==> src/rtl/fifo_pkg.sv <==
// Shared definitions for the FIFO read-side consumer blocks:
// packer state encoding and the lane-count width helper.
package fifo_pkg;

    typedef enum logic [1:0] {
        ST_IDLE = 2'd0,
        ST_FILL = 2'd1,
        ST_OUT  = 2'd2
    } pk_state_e;

    function automatic int cnt_width(input int n);
        return $clog2(n + 1);
    endfunction

endpackage

==> src/rtl/idle_timer.sv <==
// Idle-cycle counter with synchronous clear and enable; o_expire is high
// once LIMIT-1 enabled cycles have elapsed since the last clear.
module idle_timer #(
    parameter  int LIMIT = 16,
    localparam int TW    = (LIMIT > 1) ? $clog2(LIMIT) : 1
) (
    input  logic clk,
    input  logic rst_n,
    input  logic i_clr,
    input  logic i_en,
    output logic o_expire
);

    logic [TW-1:0] r_cnt;

    assign o_expire = (r_cnt == TW'(LIMIT - 1));

    // Saturates at the limit so a flush that is held off cannot wrap the count.
    always_ff @(posedge clk or negedge rst_n) begin
        if (!rst_n) begin
            r_cnt <= '0;
        end else if (i_clr) begin
            r_cnt <= '0;
        end else if (i_en && !o_expire) begin
            r_cnt <= r_cnt + 1'b1;
        end
    end

endmodule

==> src/rtl/fifo_rd_packer.sv <==
// Pops narrow FIFO entries and packs PACK_NUM of them (lane 0 first) into a
// wide valid/ready word; a partial word is flushed as "last" after TIMEOUT idle clocks.
module fifo_rd_packer
    import fifo_pkg::*;
#(
    parameter  int FIFO_DWTH = 4,
    parameter  int PACK_NUM  = 4,
    parameter  int TIMEOUT   = 16,
    localparam int CW        = cnt_width(PACK_NUM)
) (
    input  logic                          clk,
    input  logic                          rst_n,
    input  logic [FIFO_DWTH-1:0]          fifo_dout,
    input  logic                          fifo_valid,
    input  logic                          fifo_empty,
    output logic                          fifo_rden,
    output logic [FIFO_DWTH*PACK_NUM-1:0] pk_data,
    output logic [CW-1:0]                 pk_cnt,
    output logic                          pk_last,
    output logic                          pk_valid,
    input  logic                          pk_ready,
    output logic                          err
);

    pk_state_e                     r_state;
    pk_state_e                     w_state_nxt;
    logic                          r_rden;
    logic                          r_inflight;
    logic                          r_last;
    logic                          r_err;
    logic [CW-1:0]                 r_acc_cnt;
    logic [FIFO_DWTH*PACK_NUM-1:0] r_data;
    logic [CW:0]                   w_pending;
    logic                          w_acc;
    logic                          w_stray;
    logic                          w_full;
    logic                          w_expire;
    logic                          w_tmo;
    logic                          w_hs;
    logic                          w_rden_nxt;
    logic                          w_tmr_clr;
    logic                          w_tmr_en;

    assign w_acc   = fifo_valid && r_inflight;
    assign w_stray = fifo_valid && !r_inflight;
    assign w_full  = w_acc && (r_acc_cnt == CW'(PACK_NUM - 1));
    assign w_hs    = (r_state == ST_OUT) && pk_ready;
    // A flush must not race a read whose data is still on its way.
    assign w_tmo   = (r_state == ST_FILL) && w_expire && !r_inflight && !r_rden;

    // Entries already captured, arriving this cycle, and requested last cycle.
    assign w_pending  = {1'b0, r_acc_cnt} + {{CW{1'b0}}, r_inflight} + {{CW{1'b0}}, r_rden};
    assign w_rden_nxt = !fifo_empty &&
                        ((r_state == ST_OUT) ? pk_ready : (w_pending < (CW+1)'(PACK_NUM)));

    assign w_tmr_clr = w_acc || (r_state != ST_FILL);
    assign w_tmr_en  = (r_state == ST_FILL);

    idle_timer #(
        .LIMIT (TIMEOUT)
    ) u_idle_timer (
        .clk      (clk),
        .rst_n    (rst_n),
        .i_clr    (w_tmr_clr),
        .i_en     (w_tmr_en),
        .o_expire (w_expire)
    );

    always_ff @(posedge clk or negedge rst_n) begin
        if (!rst_n) begin
            r_state <= ST_IDLE;
        end else begin
            r_state <= w_state_nxt;
        end
    end

    always_comb begin
        w_state_nxt = r_state;
        case (r_state)
            ST_IDLE: if (w_acc)                 w_state_nxt = w_full ? ST_OUT : ST_FILL;
            ST_FILL: if (w_full || w_tmo)       w_state_nxt = ST_OUT;
            ST_OUT:  if (pk_ready)              w_state_nxt = ST_IDLE;
            default:                            w_state_nxt = ST_IDLE;
        endcase
    end

    always_ff @(posedge clk or negedge rst_n) begin
        if (!rst_n) begin
            r_rden     <= 1'b0;
            r_inflight <= 1'b0;
            r_last     <= 1'b0;
            r_err      <= 1'b0;
            r_acc_cnt  <= '0;
            r_data     <= '0;
        end else begin
            r_rden     <= w_rden_nxt;
            r_inflight <= r_rden && !fifo_empty;
            if (w_stray) begin
                r_err <= 1'b1;
            end
            if (w_hs) begin
                r_acc_cnt <= '0;
                r_data    <= '0;
                r_last    <= 1'b0;
            end else if (w_acc) begin
                for (int i = 0; i < PACK_NUM; i++) begin
                    if (r_acc_cnt == CW'(i)) begin
                        r_data[i*FIFO_DWTH +: FIFO_DWTH] <= fifo_dout;
                    end
                end
                r_acc_cnt <= r_acc_cnt + 1'b1;
            end else if (w_tmo) begin
                r_last <= 1'b1;
            end
        end
    end

    assign fifo_rden = r_rden;
    assign pk_data   = r_data;
    assign pk_cnt    = r_acc_cnt;
    assign pk_last   = r_last;
    assign pk_valid  = (r_state == ST_OUT);
    assign err       = r_err;

endmodule
==> config.mk <==
export PLATFORM = sky130hd
export DESIGN_NAME = fifo_rd_packer
export DESIGN_NICKNAME = d
export VERILOG_FILES = /design/src/rtl/fifo_pkg.sv /design/src/rtl/idle_timer.sv /design/src/rtl/fifo_rd_packer.sv
export SDC_FILE = /design/constraint.sdc
export NUM_CORES = 1
export LEC_CHECK = 0
export CAP_MARGIN = 20
export CELL_PAD_IN_SITES_DETAIL_PLACEMENT = 2
export CELL_PAD_IN_SITES_GLOBAL_PLACEMENT = 2
export CORE_UTILIZATION = 30
export DETAILED_ROUTE_END_ITERATION = 8
export PLACE_DENSITY_LB_ADDON = 0.1
export SLEW_MARGIN = 10
export SYNTH_ARGS = -nofsm -noshare
export SYNTH_HDL_FRONTEND = slang
export SYNTH_SLANG_ARGS = --single-unit
==> constraint.sdc <==
create_clock -name clk -period 2 [get_ports clk]
set_input_delay 0.2 -clock clk [delete_from_list [all_inputs] [get_ports clk]]
set_output_delay 0.2 -clock clk [all_outputs]
set_load 0.03 [all_outputs]
* After elaboration in Yosys (flattened, before gate mapping)
Index checks and enable logic that the tools add are counted.
Storage, ports and cells: input port bits 9, RAM bits 0, output and inout port bits 23, bits in latches 0, logic and storage cells 77, bits in registers 29, memory bits (read-only) 0, memories kept 0
Operators by class: multiplexer cells 19, equal/unequal tests 11, $add $sub $neg 4, reductions and logical operators 31, bitwise gates (word level) 0, div/mod/pow operators 0, shift operators 0, $mul 0, $lt $le $gt $ge 1
Operator list (count):
- $mux 16 | 2
- $mux 4 | 6
- $reduce_bool 2->1 | 7
- $logic_and 1x1->1 | 10
- $reduce_and 2->1 | 5
- $mux 2 | 4
- $eq 3x2->1 const B | 2
- $mux 3 | 2
- $ne 2x1->1 const B | 3
- $pmux 2 s3 | 1
- $add 3x1->4 | 1
- $add 4x1->4 | 1
- $add 4x1->4 const B | 1
- $eq 4x4->1 const B | 1
- $logic_not 1->1 | 4
- $lt 4x3->1 const B | 1
- $mux 1 | 4
- $ne 2x2->1 const B | 2
- $add 3x1->3 const B | 1
- $eq 3x1->1 const B | 1
- $logic_not 3->1 | 1
- $reduce_and 3->1 | 1
- $eq 2x1->1 const B | 1
- $eq 2x2->1 const B | 1
- 2 further kinds | 3

* Logic depth before layout (Yosys ltp)
word-level depth 7, mapped depth 5, mapped depth without buffers 5

* Modules after synthesis
From an unflattened synthesis, not the netlist that was laid out.
Second synthesis, totals: cells, all modules 122, area, all modules 1475.2 sq um
Modules (own cells, without submodules):
- fifo_rd_packer | instances 1, area each 1246.2 sq um, sequential area each 625.6 sq um, cells each 102
- idle_timer | instances 1, area each 229.0 sq um, sequential area each 100.1 sq um, cells each 20

* Worst setup path after synthesis
No wires, ideal clock.
path type register to register, start point register r_acc_cnt[0], in the netlist pk_cnt[0], end point register r_state[1], data required time 1876 ps, arrival time 1378 ps, library setup time 124 ps, buffers on the path 0, period minus slack after synthesis 1502 ps, setup slack 498 ps, stages on the path, launching flop included 6, cell sequence dfrtp_1 > ha_1 > ha_1 > nand3_2 > inv_1 > o31a_1
On the way: longest elaborated chain between the ends 5, elaborated cells between the ends (all ways) 8, classes of those cells 2 x eq/ne; 3 x mux; 3 x reduce/logical
RTL lines:
- from (decl) | line fifo_rd_packer.sv:31 | logic [CW-1:0] r_acc_cnt;
- from (signal assigned) | line fifo_rd_packer.sv:111 | r_acc_cnt <= r_acc_cnt + 1'b1;
- $eq 3x2->1 * | line fifo_rd_packer.sv:46 | assign w_full = w_acc && (r_acc_cnt == CW'(PACK_NUM - 1));
- $logic_and 1x1->1 * | line fifo_rd_packer.sv:46
- $mux 2 or $logic_or 1x1->1 (tied branches) | line fifo_rd_packer.sv:80, fifo_rd_packer.sv:81
- $mux 2 or $ne 2x2->1 (tied branches)
- $pmux 2 s3 or $reduce_and 3->1 (tied branches)
- to (signal assigned) | line fifo_rd_packer.sv:73 | r_state <= w_state_nxt;
- to (decl) | line fifo_rd_packer.sv:25 | pk_state_e r_state;
Mark *: on every way between the ends. The rest lies on a longest branch, timed or not. The select of a mux whose other input is x is not followed. A chain may end at the register's enable or synchronous reset.

* Worst setup path in the final report
start point register r_state[1], end point output port pk_valid
On the way: longest elaborated chain between the ends 1
RTL lines:
- $eq 2x2->1 | line fifo_rd_packer.sv:122 | assign pk_valid = (r_state == ST_OUT);
- to (decl) | line fifo_rd_packer.sv:20 | output logic pk_valid,
No other way between the ends.

==> results.py <==
metrics = {
    "place": {
        "dp_cells": 201,
        "place_congestion": 0.7150,
        "io_buffer_count": 31,
        "dp_slack_ns": 0.2788,
        "dp_hpwl_mm": 2.491,
    },
    "cells_and_area": {
        "fin_cells": 209,
        "multiInputGateArea_um2": 611.8,
        "final_nets": 172,
        "final_cell_mix": "clkdlybuf4s50_1, dfrtp_1, nor2_1",
        "seqCellArea_um2": 725.7,
        "layout_commonest_cell": "clkdlybuf4s50_1",
        "diodes": 0,
        "syn_to_final_growth_pct": 30.15,
        "fill_cells": 459,
        "drive_gt1_share_pct": 9.554,
    },
    "die": {
        "die_width_um": 70.38,
        "coreArea_um2": 4414,
        "die_h_um": 70.38,
        "start_util_pct": 31.77,
        "io_pins": 32,
        "die_area_um2": 4953,
        "rows": 24,
    },
    "power": {
        "p_per_area_nw_per_um2": 1490,
        "ir_worst_vdd_mv": 0.5373,
        "total_leakage_power_nw": 0.9706,
    },
    "sta": {
        "slew_headroom_pct": 69.10,
        "fmax_mhz": 553.4,
        "worstMarginPinSlew_ns": 0.4635,
        "fin_crit_sh_pct": 90.35,
        "setup_viol": 0,
        "finClkSkew_ns": 0.004891,
        "setup_slack_ns": 0.1929,
        "hold_viol_final": 0,
        "report.final.slew_viol_count": 0,
        "finalCriticalPeriod_ns": 1.807,
        "setup_tns_ns": 0,
        "hold_slack_ns": 0.3155,
        "rsz0062_at_grt": "false",
    },
    "logic_synthesis": {
        "synth_cells": 121,
        "synth_area_per_cell_um2": 11.59,
        "yosysSeqAreaShare_pct": 51.74,
        "synth_edf_count": 0,
        "synthDistinctLibCells": 28,
        "synthFlopType": "dfrtp_1",
        "syn_area_um2": 1403,
        "syn_nets": 137,
        "async_reset_ff_share_pct": 100.0,
        "synth-seq-cells": 29,
        "ys_warn_count": 0,
    },
    "clock_tree": {
        "root_buffer": "clkbuf_8",
        "postCtsSetupRepairBufs": 0,
        "cts-resized-gates": 0,
        "cts_tree": "built",
        "cts_hold_buf": 0,
        "clk_pin_slew_worst_paths_ns": 0.06,
        "clock_latency_ns": 0.28,
        "h-tree-depth": 2,
        "cts_buffer_depth": 2,
        "cts.sinks": 29,
        "cts_buffers": 5,
    },
    "detailed_routing": {
        "drtAntennaViolNets": 0,
        "drt-wirelength-per-cell_um": 17.02,
        "drcViolationCount": 0,
        "num_vias": 1010,
        "viasPerCell": 4.833,
        "firstDrtPassIters": 3,
        "wl_mm": 3.558,
        "drt_iter0_markers": 35,
    },
    "setup_path": {
        "cp_max_fo": 6,
        "cp.required_ns": 1.80,
        "critPathArrivalTime_ns": 1.61,
        "startpoint_type": "flip-flop",
        "cp-end-kind": "output port",
        "timing.reg2reg.setup_slack_ns": 0.48,
        "critPathKind": "flip-flop to output port",
    },
    "worst_hold_path": {
        "hp-class": "input pin to asynchronous set/reset pin",
    },
    "grt": {
        "grt_pass1_vias": 1202,
        "grt_max_degree": 30,
        "grt_usage_pct": 17.12,
        "grt_pass1_wl_mm": 6.320,
        "grt-ovfl-total": 0,
        "antenna_found_initial": 0,
    },
    "outcome": {
        "status": "complete, no violations",
    },
    "flow_run": {
        "maxCapViolations": 0,
    },
}
==> through the flow <==
stage,util [%],power [mW],area (um^2)
final,41.35,2.721,1826
after global routing,41.35,2.919,1826
after CTS,41.35,2.779,1826
after detailed placement,39.48,2.280,1743
after global placement,39.48,2.233,1743
after floorplan,-,1.745,1403
==> critical path, stage by stage, from the launching register on <==
cell and delay [ns]:
dfrtp_1 0.43, nor2b_4 0.21, clkdlybuf4s50_1 0.69
==> metal layers <==
metal	global-route usage [%]	up-vias	wire length [um]
met1	20.40	511	1500
met2	28.15	16	1885
met3	5.051	4	124
met4	8.000	0	48
met5	0	-	0
li1	-	479	-
==> worst paths after layout <==
path | startpoint | end | cells past startpoint
worst max register to register | pk_cnt[0] | r_state[1] | 5
worst min-delay path | rst_n | r_state[1] | 2
worst min register to register | err | err | 1
worst max-delay path | r_state[1] | pk_valid | 2
min in group clk | err | err | 1
max in group asynchronous | rst_n | pk_data[4] | 2
==> kinds of logic (layout without fill, tap and decap cells) <==
| family | count (synthesis) | count (layout) | synth area share, % |
|---|---|---|---|
| buffers and inverters | 10 | 46 | 4.638 |
| flip-flops | 29 | 29 | 51.74 |
| XOR/XNOR | 2 | 2 | 1.249 |
| multiplexers | 18 | 18 | 12.85 |
| adder cells (fa/ha/maj) | 7 | 7 | 6.244 |
| AND/OR/NAND/NOR | 43 | 43 | 16.95 |
| AO/OA/AOI/OAI | 12 | 12 | 6.333 |
==> state kept, by name, summed over array words and instances (netlist names) <==
signal,count
pk_last,1
pk_data,16
pk_cnt,3
fifo_rden,1
r_inflight,1
r_state,2
u_idle_timer.r_cnt,4
err,1
==> final cells by class <==
type                            count  area share (%)
Clock buffer                        6           3.975
Clock inverter                      2          0.5483
Multi-Input combinational cell     82           33.52
Inverter                            6           1.234
Timing Repair Buffer               32           17.41
Sequential cell                    29           39.75
Tap cell                           52           3.564
==> cells in the mapped netlist, types with 2 or more instances <==
master    count  area, um^2
dfrtp_1      29       725.7
nor2_1       22       82.58
mux2i_1      18       180.2
ha_1          7       87.58
inv_1         6       22.52
a21oi_1       4       20.02
nand2_1       4       15.01
nand3_1       3       15.01
nor3_1        3       15.01
a21o_1        2       15.01
buf_6         2       22.52
nand2b_1      2       12.51
nand4b_2      2       30.03
o21a_1        2       15.01
xnor2_1       2       17.52
==> where the power goes <==
part | total (mW) | switching, mW | internal, mW
clock | 0.467 | 0.226 | 0.241
combinational | 1.23 | 0.689 | 0.539
sequential | 1.03 | 0.216 | 0.810
total | 2.72 | 1.13 | 1.59
No activity file was read; power rests on OpenSTA's default activity.
